[config.mk]
export PLATFORM = sky130hd
export DESIGN_NAME = core_io_peripheral
export DESIGN_NICKNAME = d
export VERILOG_FILES = /design/src/rtl/core_io_peripheral.sv
export SDC_FILE = /design/constraint.sdc
export NUM_CORES = 1
export LEC_CHECK = 0
export ABC_AREA = 1
export BUFFER_PORTS_ARGS = -buffer_cell sky130_fd_sc_hd__buf_2
export CORE_MARGIN = 8
export CORE_UTILIZATION = 40
export DETAILED_ROUTE_END_ITERATION = 12
export HOLD_SLACK_MARGIN = 0.05
export PLACE_DENSITY = 0.66
export SETUP_SLACK_MARGIN = 0.05
export SLEW_MARGIN = 20
export SYNTH_ARGS = -nofsm -noshare
export SYNTH_HDL_FRONTEND = slang
export SYNTH_SLANG_ARGS = --single-unit
[constraint.sdc]
create_clock -name clock -period 3.2 [get_ports clock]
set_input_delay 0.16 -clock clock [delete_from_list [all_inputs] [get_ports clock]]
set_output_delay 0.16 -clock clock [all_outputs]
set_load 0.01 [all_outputs]
[src/rtl/core_io_peripheral.sv]
// Peripheral-side endpoint of the core result/I-O interface: an inbound report FIFO
// drained by the host, and a paced outbound command path with status counters.
module core_io_peripheral #(
  parameter int DATA_WIDTH     = 32,
  parameter int FIFO_ADDR_BITS = 3,
  parameter int MIN_GAP        = 1,
  parameter int CNT_WIDTH      = 16
) (
  input  logic                      clock,
  input  logic                      reset,
  input  logic [1:0]                to_peripheral,
  input  logic [DATA_WIDTH-1:0]     to_peripheral_data,
  input  logic                      to_peripheral_valid,
  output logic [1:0]                from_peripheral,
  output logic [DATA_WIDTH-1:0]     from_peripheral_data,
  output logic                      from_peripheral_valid,
  output logic [1:0]                host_rx_code,
  output logic [DATA_WIDTH-1:0]     host_rx_data,
  output logic                      host_rx_valid,
  input  logic                      host_rx_ready,
  input  logic [1:0]                host_tx_code,
  input  logic [DATA_WIDTH-1:0]     host_tx_data,
  input  logic                      host_tx_valid,
  output logic                      host_tx_ready,
  output logic [FIFO_ADDR_BITS:0]   fifo_level,
  output logic [CNT_WIDTH-1:0]      result_count,
  output logic [CNT_WIDTH-1:0]      overflow_count
);

  // Host handshakes: a transfer happens on a rising clock edge where valid & ready
  // are both 1; valid never waits on ready, and a held payload is stable until taken.

  localparam int DEPTH = 1 << FIFO_ADDR_BITS;
  localparam int GAP_W = (MIN_GAP > 1) ? $clog2(MIN_GAP) : 1;
  localparam logic [GAP_W-1:0]        GAP_LOAD = GAP_W'((MIN_GAP > 0) ? MIN_GAP - 1 : 0);
  localparam logic [FIFO_ADDR_BITS:0] DEPTH_L  = (FIFO_ADDR_BITS + 1)'(DEPTH);

  // ---------------- inbound FIFO ----------------
  logic [DATA_WIDTH+1:0]     mem [DEPTH];
  logic [FIFO_ADDR_BITS-1:0] wr_ptr;
  logic [FIFO_ADDR_BITS-1:0] rd_ptr;
  logic                      full;
  logic                      pop;
  logic                      push_ok;
  logic                      drop;

  assign full          = (fifo_level == DEPTH_L);
  assign host_rx_valid = (fifo_level != '0);
  assign pop           = host_rx_valid & host_rx_ready;
  // A full FIFO still accepts a report when the head leaves in the same cycle.
  assign push_ok       = to_peripheral_valid & (~full | pop);
  assign drop          = to_peripheral_valid & ~push_ok;
  assign {host_rx_code, host_rx_data} = mem[rd_ptr];

  always_ff @(posedge clock) begin
    if (push_ok) mem[wr_ptr] <= {to_peripheral, to_peripheral_data};
  end

  always_ff @(posedge clock or negedge reset) begin
    if (!reset) begin
      wr_ptr         <= '0;
      rd_ptr         <= '0;
      fifo_level     <= '0;
      result_count   <= '0;
      overflow_count <= '0;
    end else begin
      if (push_ok) wr_ptr <= wr_ptr + 1'b1;
      if (pop)     rd_ptr <= rd_ptr + 1'b1;
      case ({push_ok, pop})
        2'b10:   fifo_level <= fifo_level + 1'b1;
        2'b01:   fifo_level <= fifo_level - 1'b1;
        default: fifo_level <= fifo_level;
      endcase
      if (push_ok && result_count != '1)  result_count   <= result_count + 1'b1;
      if (drop && overflow_count != '1)   overflow_count <= overflow_count + 1'b1;
    end
  end

  // ---------------- outbound command FSM ----------------
  typedef enum logic [1:0] {
    IDLE = 2'd0,
    SEND = 2'd1,
    GAP  = 2'd2
  } tx_state_t;

  tx_state_t        state;
  tx_state_t        state_next;
  logic [GAP_W-1:0] gap_cnt;
  logic             tx_idle;
  logic             accept;
  logic             fire;

  always_comb begin
    state_next = state;
    tx_idle    = 1'b0;
    fire       = 1'b0;
    case (state)
      IDLE: begin
        tx_idle = 1'b1;
        if (host_tx_valid) state_next = SEND;
      end
      SEND: begin
        fire       = 1'b1;
        state_next = (MIN_GAP > 0) ? GAP : IDLE;
      end
      GAP: begin
        if (gap_cnt == '0) state_next = IDLE;
      end
      default: state_next = IDLE;
    endcase
  end

  // Ready is forced low while reset is held, even though the state sits at IDLE.
  assign host_tx_ready         = tx_idle & reset;
  assign accept                = host_tx_ready & host_tx_valid;
  assign from_peripheral_valid = fire;

  always_ff @(posedge clock or negedge reset) begin
    if (!reset) begin
      state                <= IDLE;
      gap_cnt              <= '0;
      from_peripheral      <= '0;
      from_peripheral_data <= '0;
    end else begin
      state <= state_next;
      if (state == SEND)                      gap_cnt <= GAP_LOAD;
      else if (state == GAP && gap_cnt != '0) gap_cnt <= gap_cnt - 1'b1;
      if (accept) begin
        from_peripheral      <= host_tx_code;
        from_peripheral_data <= host_tx_data;
      end
    end
  end

endmodule
# Yosys cells after proc, flatten, opt, wreduce, memory -nomap -nowiden
# Memories as Yosys holds them, arrays and structs flattened.
# Cells that the tools add are included.
[classes]
addsub = 7
eq_ne = 9
mux = 10
n_bitwise = 8
n_reduce_logical = 8
[ops]
columns = ["op", "count"]
rows = [
  ["$add 16x1->16 const B", 2],
  ["$ne 16x16->1 const B", 2],
  ["$pmux 4 s2", 1],
  ["$add 3x1->3 const B", 2],
  ["$mux 1", 6],
  ["$pmux 2 s3", 1],
  ["$and 1x1->1", 5],
  ["$add 4x1->4 const B", 1],
  ["$eq 2x1->1 const B", 2],
  ["$eq 2x2->1 const B", 2],
  ["$eq 4x4->1 const B", 1],
  ["$mux 2", 2],
  ["$ne 2x2->1 const B", 2],
  ["$reduce_bool 2->1", 2],
  ["$reduce_bool 4->1", 1],
  ["$sub 4x1->4 const B", 1],
  ["$logic_and 1x1->1", 3],
  ["$logic_not 2->1", 1],
  ["$not 1->1", 2],
  ["$reduce_and 2->1", 1],
  ["$or 1x1->1", 1],
  ["$sub 1x1->1 const B", 1],
]
[totals]
regBits = 79
mem_bits_rw = 272
in_bits = 73
out_inout_bits = 107
elab_cells = 52
n_memories = 1
[mem_list]
columns = ["name", "words", "width", "read_ports", "rd_ports_with_merged_regs", "write_ports", "line_no", "source"]
rows = [
  ["mem", 8, 34, 1, 0, 1, "39", "logic [DATA_WIDTH+1:0] mem [DEPTH];"],
]

# Longest topological paths before layout
# Gate-level depths: netlist of run 1.
[depth]
ltp_word = 7
mapped_depth = 12

# Worst setup path before layout of run 1
# No wires, ideal clock.
[synth_timing]
kind = "register -> register"
start = "register fifo_level[2]"
end = "memory mem[0][0] (netlist bit), enable pin"
setup_time_ns = 0.425
arrival_time_ns = 2.484
t_required_ns = 2.775
setup_slack_ns = 0.291
stages_incl_launch_ff = 6
path_buffers = 0
synth_period_minus_slack_ns = 2.909
cell_sequence = "dfrtp_1 nor2_1 nand3_1 nand2_1 or2_2 nor2_1"
[synth_via]
elab_chain_len = 6
elab_cells_between_ends = 8
classes_between = "eq/ne (1); mux (2); bitwise (4); reduce/logical (1)"
[synth_lines]
columns = ["element", "line_no", "source"]
rows = [
  ["start: declaration", "25", "output logic [FIFO_ADDR_BITS:0] fifo_level,"],
  ["start signal: assignment", "70", "2'b10: fifo_level <= fifo_level + 1'b1;"],
  ["start signal: assignment", "71", "2'b01: fifo_level <= fifo_level - 1'b1;"],
  ["start signal: assignment", "72", "default: fifo_level <= fifo_level;"],
  ["$reduce_bool 4->1 or $eq 4x4->1 (tied branches)", "48, 47", ""],
  ["$and 1x1->1 or $not 1->1 (tied branches)", "49, 51", ""],
  ["$or 1x1->1 *", "51", "assign push_ok = to_peripheral_valid & (~full | pop);"],
  ["$and 1x1->1 *", "51", ""],
  ["$mux 1 *", "56", "if (push_ok) mem[wr_ptr] <= {to_peripheral, to_peripheral_data};"],
  ["$mux 1 (not written as such) *", "56", ""],
  ["end: declaration", "39", ""],
]
# Every way passes the cells marked *; elsewhere a longest branch is shown, timed or not.

# Worst setup path in the final report of run 1
[layout_timing]
start = "register rd_ptr[0]"
end = "output host_rx_data[12]"
[layout_via]
elab_chain_len = 1
[layout_lines]
columns = ["element", "line_no", "source"]
rows = [
  ["start: declaration", "41", "logic [FIFO_ADDR_BITS-1:0] rd_ptr;"],
  ["start signal: assignment", "68", "if (pop) rd_ptr <= rd_ptr + 1'b1;"],
  ["$mem_v2 8x34", "-", ""],
  ["end: declaration", "18", "output logic [DATA_WIDTH-1:0] host_rx_data,"],
]
# No other way between the ends.

==> impl_metrics.toml, run 1 <==
[run_status]
status = "completed"

[synthesis]
synth.avg_cell_area_um2 = 10.63
yosys.area.top_type = "edfxtp_1"
ys.flop_type = "edfxtp_1"
synth_seq_cells = 351
yosysMostFrequentCell = "nand2_1"
synth.distinct_cells = 27
synth_edf_count = 272
synthTopCellsByArea = "edfxtp_1 (56%), dfrtp_1 (13%), nand2_1 (9.0%)"
syn_nets = 1463
synth_warnings = 0
async_flop_share_pct = 22.51
ys_seq_area_share_pct = 69.03
synth_commonest_cells = "nand2_1 (351), edfxtp_1 (272), nor2_1 (242)"
syn_area_um2 = 14700
synth_cells = 1383
synth.top_cell.area_share_pct = 55.58

[pwr]
p_total_mw = 15.24
p_per_area_nw_per_um2 = 842.0
ir_worst_vdd_uv = 417.4
p_leak_nw = 7.336

[cts]
cts_root_buf = "clkbuf_16"
clock_sinks = 351
clock_latency_ns = 0.56
post_cts_buffers = 0
cts_buffers = 40
ctsResizeCount = 0
cts_tree = "yes"
clk_pin_slew_worst_paths_ns = 0.06
cts_buffer_depth = 3
htree_levels = 2
hold_buffers = 72

[global_route]
grt_use_total_pct = 16.20
met2_usage_pct = 27.36
grt_pass1_vias = 10800
grt_most_used_layer = "met2"
met1_usage_pct = 19.70
grt_first_pass_wirelength_mm = 56.94
met3_usage_pct = 5.571
gr-total-overflow = 0
grt_max_degree = 70
antenna_found_initial = 2

[placement]
port-buffer-count = 179
gp_congestion = 0.8251
pre_cts_slack_ns = 0.7480
placed_cells = 1988
dp_hpwl_mm = 20.89

[sta]
tightestPinTransition_ns = 0.8045
fin_tns_setup_ns = 0
setup_ws_ns = 0.5742
period_share_pct = 82.06
rsz0062_at_grt = "false"
finalMaxSlewViolations = 0
clock_skew_ns = 0.01790
hold_violations = 0
finalSetupViolCount = 0
finalWorstPathRequiredPeriod_ns = 2.626
maxSlewHeadroom_pct = 46.36
fmax_mhz = 380.8

[floorplan]
die_x_um = 207.7
ios = 180
start_util_pct = 40.34
row_count = 70
dieHeight_um = 207.7
core_area_um2 = 36430
die_area_um2 = 43130

[detailed_routing]
drtIter0Drc = 641
routed_wl_mm = 35.25
drt-vias-per-instance = 4.943
wl_per_cell_um = 16.53
num_vias = 10540
ant_nets = 0
drc = 0
firstDrtPassIters = 5

[worst_hold_path]
min_path_type = "in -> reg"

[setup_path]
critPathLaunchType = "flip-flop"
worstPathCellList = "clkinv_2 -> buf_4 -> o21ai_0 -> o21ai_1 -> nand2_1 -> nand2_1 -> buf_2"
worstSetupEndpointType = "primary output"
cp-endpoint = "host_rx_data[12]"
slowest_delay_ns = 0.60
r2r-start = "fifo_level[0]$_DFFE_PN0P_"
critical-path-slowest-cell = "dfrtp_4"
crit_type = "reg -> out"
reg2reg_setup_slack_ns = 0.84
cp_max_fo = 68
r2r-end = "mem[1][13]$_DFFE_PP_"
critPathRequiredTime_ns = 3.04
arrival_ns = 2.47
r2r_cells = 7
cpMostUsedCell = "nand2_1"
crit_start = "rd_ptr[0]$_DFFE_PN0N_"

[layout]
post-route-util_pct = 49.66
fin_nets = 1714
drive_gt1_share_pct = 17.56
area_growth_pct = 23.12
instances_no_fill = 2132

[run]
maxCapViolCount = 0
## how the worst min path moves through the flow
stage          slack [ns]                          end  depth (start not counted)          start
6_report             0.14         state[0]$_DFFE_PN0P_                          4  host_tx_valid
5_1_grt              0.15         state[0]$_DFFE_PN0P_                          4  host_tx_valid
2_1_floorplan       -0.14    fifo_level[0]$_DFFE_PN0P_                          0          reset
3_5_place_dp         0.06  result_count[1]$_DFFE_PN0P_                          1          reset
3_3_place_gp         0.05  result_count[1]$_DFFE_PN0P_                          1          reset
4_1_cts              0.09         state[0]$_DFFE_PN0P_                          4  host_tx_valid
## metrics by stage
stage	instance area, um2	hold WS, ns
6_report	18090	0.1369
5_1_grt	18090	0.1507
3_3_place_gp	16130	0.05427
4_1_cts	18090	0.08685
3_5_place_dp	16130	0.06204
2_1_floorplan	14700	-0.1356
## registers in the layout, summed over array words and instances (netlist names)
signal                flops
result_count             16
from_peripheral_data     32
gap_cnt                   1
overflow_count           16
rd_ptr                    3
fifo_level                4
mem                     272
wr_ptr                    3
state                     2
from_peripheral           2
## routing by layer
layer / vias up / part of all wire, %
met5: - / 0.034
met2: 292 / 48
met4: 2 / 1.9
met3: 56 / 8.0
li1: 5165 / -
met1: 5024 / 42
## kinds of logic after synthesis
logic type	synth area share [%]
simple gates	18.44
flops	69.03
compound gates	7.381
buf+inv	3.431
xor+xnor	1.073
fa+ha+maj	0.6470
## layout make-up
cell class | instances | area, um2
fillers | 3225 | 18340
repair buffers | 276 | 1832
well taps | 468 | 585.6
diodes | 1 | 2.502
multi-input cells | 919 | 4110
clock buffers | 57 | 1096
inverters | 46 | 173.9
flip-flops and latches | 351 | 10150
clock inverters | 14 | 142.6
## report_power, final
group	internal, mW	leakage [nW]	switching [mW]
clock network	2.49	0.590	1.82
logic	1.63	3.27	3.15
registers	5.67	3.48	0.480
## placed cells by master, fill, tap and decap left out, types with 3 or more instances in the layout
master	n
nand2_1	350
ha_1	6
buf_2	178
nand3_1	57
inv_2	6
o21ai_0	146
nand2_2	5
xor2_1	11
clkbuf_1	15
o21ai_1	69
buf_4	24
nor2_4	11
nand4_1	11
dfrtp_1	77
nor2_2	7
edfxtp_1	272
clkbuf_16	41
clkinv_1	5
inv_1	38
nor2_1	234
clkinv_2	3
xnor2_1	7
dlygate4sd3_1	72
## critical path: cells and delay by family (launching register included)
family	cells	cell delay, ns
buffers and inverters	3	0.79
DFF	1	0.60
AOI/OAI and AO/OA	2	0.35
and+or+nand+nor	2	0.17
Note: power is estimated with default switching activity, not from simulation.
==> run 2: changes to the inputs <==
- ABC_AREA: 1 -> 0
- PLACE_DENSITY: 0.66 -> 0.69
- clock period: 3.2 -> 2.4 ns (I/O delays scaled with it)
==> impl_metrics.toml, run 2 <==
[run_status]
status = "completed"

[setup_path]
r2r-end = "fifo_level[3]$_DFFE_PN0P_"
r2r-start = "fifo_level[0]$_DFFE_PN0P_"
crit_type = "reg -> out"
cp_max_fo = 5
worstPathCellList = "buf_12 -> clkbuf_16 -> mux4_2 -> mux2_4 -> buf_6"
critPathLaunchType = "flip-flop"
critical-path-slowest-cell = "mux4_2"
arrival_ns = 2.23
r2r_cells = 9
critPathRequiredTime_ns = 2.28
slowest_delay_ns = 0.53
worstSetupEndpointType = "primary output"
reg2reg_setup_slack_ns = 0.19

[detailed_routing]
num_vias = 7480
drc = 0
routed_wl_mm = 30.02
ant_nets = 0
drt-vias-per-instance = 5.064
firstDrtPassIters = 4
drtIter0Drc = 414
wl_per_cell_um = 20.33

[synthesis]
synth_compound_area_share_pct = 1.028
synth_commonest_cells = "edfxtp_1 (272), dfrtp_1 (79), mux2_2 (74)"
synth_mux_area_share_pct = 17.34
yosys.area_share.simple_pct = 4.021
synth_seq_cells = 351
synth_edf_count = 272
ys.flop_type = "edfxtp_1"
synthTopCellsByArea = "edfxtp_1 (59%), dfrtp_1 (14%), mux4_2 (11%)"
synth.avg_cell_area_um2 = 20.05
synth_warnings = 0
synth.top_cell.area_share_pct = 59.38
syn_nets = 766
yosys.area.top_type = "edfxtp_1"
syn_area_um2 = 13750
synth_top_family_by_area = "multiplexers"
synth.distinct_cells = 42
ys_seq_area_share_pct = 73.76
synth-xor-area-share_pct = 2.101
synthAdderAreaFrac_pct = 0.6913
synth_cells = 686
yosysMostFrequentCell = "edfxtp_1"
async_flop_share_pct = 22.51

[sta]
finalWorstPathRequiredPeriod_ns = 2.353
fmax_mhz = 425.0
maxSlewHeadroom_pct = 49.78
finalMaxSlewViolations = 0
period_share_pct = 98.04
hold_violations = 0
rsz0062_at_grt = "true"
finalSetupViolCount = 0
tightestPinTransition_ns = 0.7516
clock_skew_ns = 0.01837

[layout]
area_growth_pct = 32.21
fin_nets = 1071
largestRegisters = "mem x272, from_peripheral_data x32"
final_cell_mix = "edfxtp_1 (272), buf_2 (144), dfrtp_1 (76)"
drive_gt1_share_pct = 43.33
largest_reg_flops = 272
instances_no_fill = 1477
final_common_cell = "edfxtp_1"
regMostFlops = "mem"

[floorplan]
start_util_pct = 40.21
row_count = 68
dieHeight_um = 201.4
core_area_um2 = 34200
ios = 180
die_x_um = 201.4
die_area_um2 = 40580

[pwr]
p_leak_nw = 6.782
p_per_area_nw_per_um2 = 1181
ir_worst_vdd_uv = 782.5
p_total_mw = 21.48

[worst_hold_path]
worstHoldPathCells = 4
whs_endpoint = "fifo_level[3]$_DFFE_PN0P_"
min_path_type = "in -> reg"
hp-start = "to_peripheral_valid"

[placement]
placed_cells = 1321
dp_hpwl_mm = 18.13
gp_congestion = 0.7836
port-buffer-count = 179

[run]
maxCapViolCount = 0

[cts]
cts_buffers = 37
clock_latency_ns = 0.53
cts_buffer_depth = 3
clk_pin_slew_worst_paths_ns = 0.05
clock_sinks = 351
htree_levels = 2
cts_tree = "yes"
cts_root_buf = "clkbuf_16"

[global_route]
antenna_found_initial = 2
grt_use_total_pct = 14.46
grt_first_pass_wirelength_mm = 46.66
grt_pass1_vias = 8178
grt_most_used_layer = "met2"
gr-total-overflow = 0
met2_usage_pct = 23.97
grt_max_degree = 50
met1_usage_pct = 18.06
met3_usage_pct = 4.648
## run 2: changes by cell type after synthesis, sizes merged, moves of 10 or more
cell and change:
buf -27, clkbuf -10, inv -40, mux2 +74, mux4 +68, nand2 -335
nand3 -48, nor2 -243, nor3 +11, o21ai -211
## run 2: critical path: cells and delay by family (launching register included)
family / cells / cell delay, ns
buffers and inverters: 3 / 0.45
DFF: 1 / 0.46
muxes: 2 / 0.81
## run 2: logic make-up after synthesis
group | Yosys count
AOI/OAI and AO/OA | 21
and+or+nand+nor | 95
buffers and inverters | 35
DFF | 351
muxes | 144
adders and majority gates | 7
xor gates and xnor gates | 33
## run 2: report_power, final
group / total (mW) / internal, mW / switching [mW]
Sequential: 8.25 / 7.65 / 0.602
Combinational: 7.71 / 4.39 / 3.32
Clock: 5.52 / 3.23 / 2.29
Total: 21.5 / 15.3 / 6.20
## run 2: worst max path at each step
stage                                endpoint  depth (start not counted)  slack, ns                      start
finish                       host_rx_data[13]                          5       0.05      rd_ptr[0]$_DFFE_PN0N_
global route                 host_rx_data[24]                          5     -0.006      rd_ptr[0]$_DFFE_PN0N_
CTS                          host_rx_data[19]                          5      0.009      rd_ptr[0]$_DFFE_PN0N_
detailed placement  fifo_level[3]$_DFFE_PN0P_                          9       0.12  fifo_level[0]$_DFFE_PN0P_
global placement    fifo_level[3]$_DFFE_PN0P_                          9       0.17  fifo_level[0]$_DFFE_PN0P_
floorplan                 mem[7][0]$_DFFE_PP_                          5      -0.48  fifo_level[0]$_DFFE_PN0P_
## run 2: final cells by class
| cell class | count | area [um2] |
|---|---|---|
| Timing Repair Buffer | 296 | 2551 |
| Fill cell | 2685 | 16020 |
| Sequential cell | 351 | 10150 |
| Multi-Input combinational cell | 300 | 3702 |
| Clock buffer | 49 | 1022 |
| Clock inverter | 19 | 162.7 |
| Inverter | 5 | 18.77 |
| Tap cell | 455 | 569.3 |
| Antenna cell | 2 | 5.005 |
## run 2: what timing repair did
item | 4_1_cts | 5_1_grt
pin swaps | 0 | 2
cloned | 3 | 5
setup endpoints to repair | 34 | 35
setup buffers | 5 | 1
resized for setup | 11 | 78
endpoints found under the hold margin | 388 | 0
hold buffers | 71 | 0
## run 2: per-stage QoR
step | instance area (um2) | hold slack (ns) | utilization [%] | TNS, ns | setup slack, ns
CTS | 17650 | 0.1188 | 51.61 | 0 | 0.009342
finish | 18180 | 0.1786 | 53.17 | 0 | 0.04715
detailed placement | 15560 | 0.2039 | 45.50 | 0 | 0.1232
global route | 18180 | 0.1805 | 53.15 | -0.005838 | -0.005838
floorplan | 13790 | -0.1756 | - | -103.59 | -0.4799
global placement | 15510 | 0.2040 | 45.34 | 0 | 0.1697
## run 2: per-layer routing
metal  routed length, um  vias to the layer above
li1                    -                     3372
met1               12000                     3806
met2               14860                      254
met3                2568                       48
met4                 592                        0
met5                   0                        -
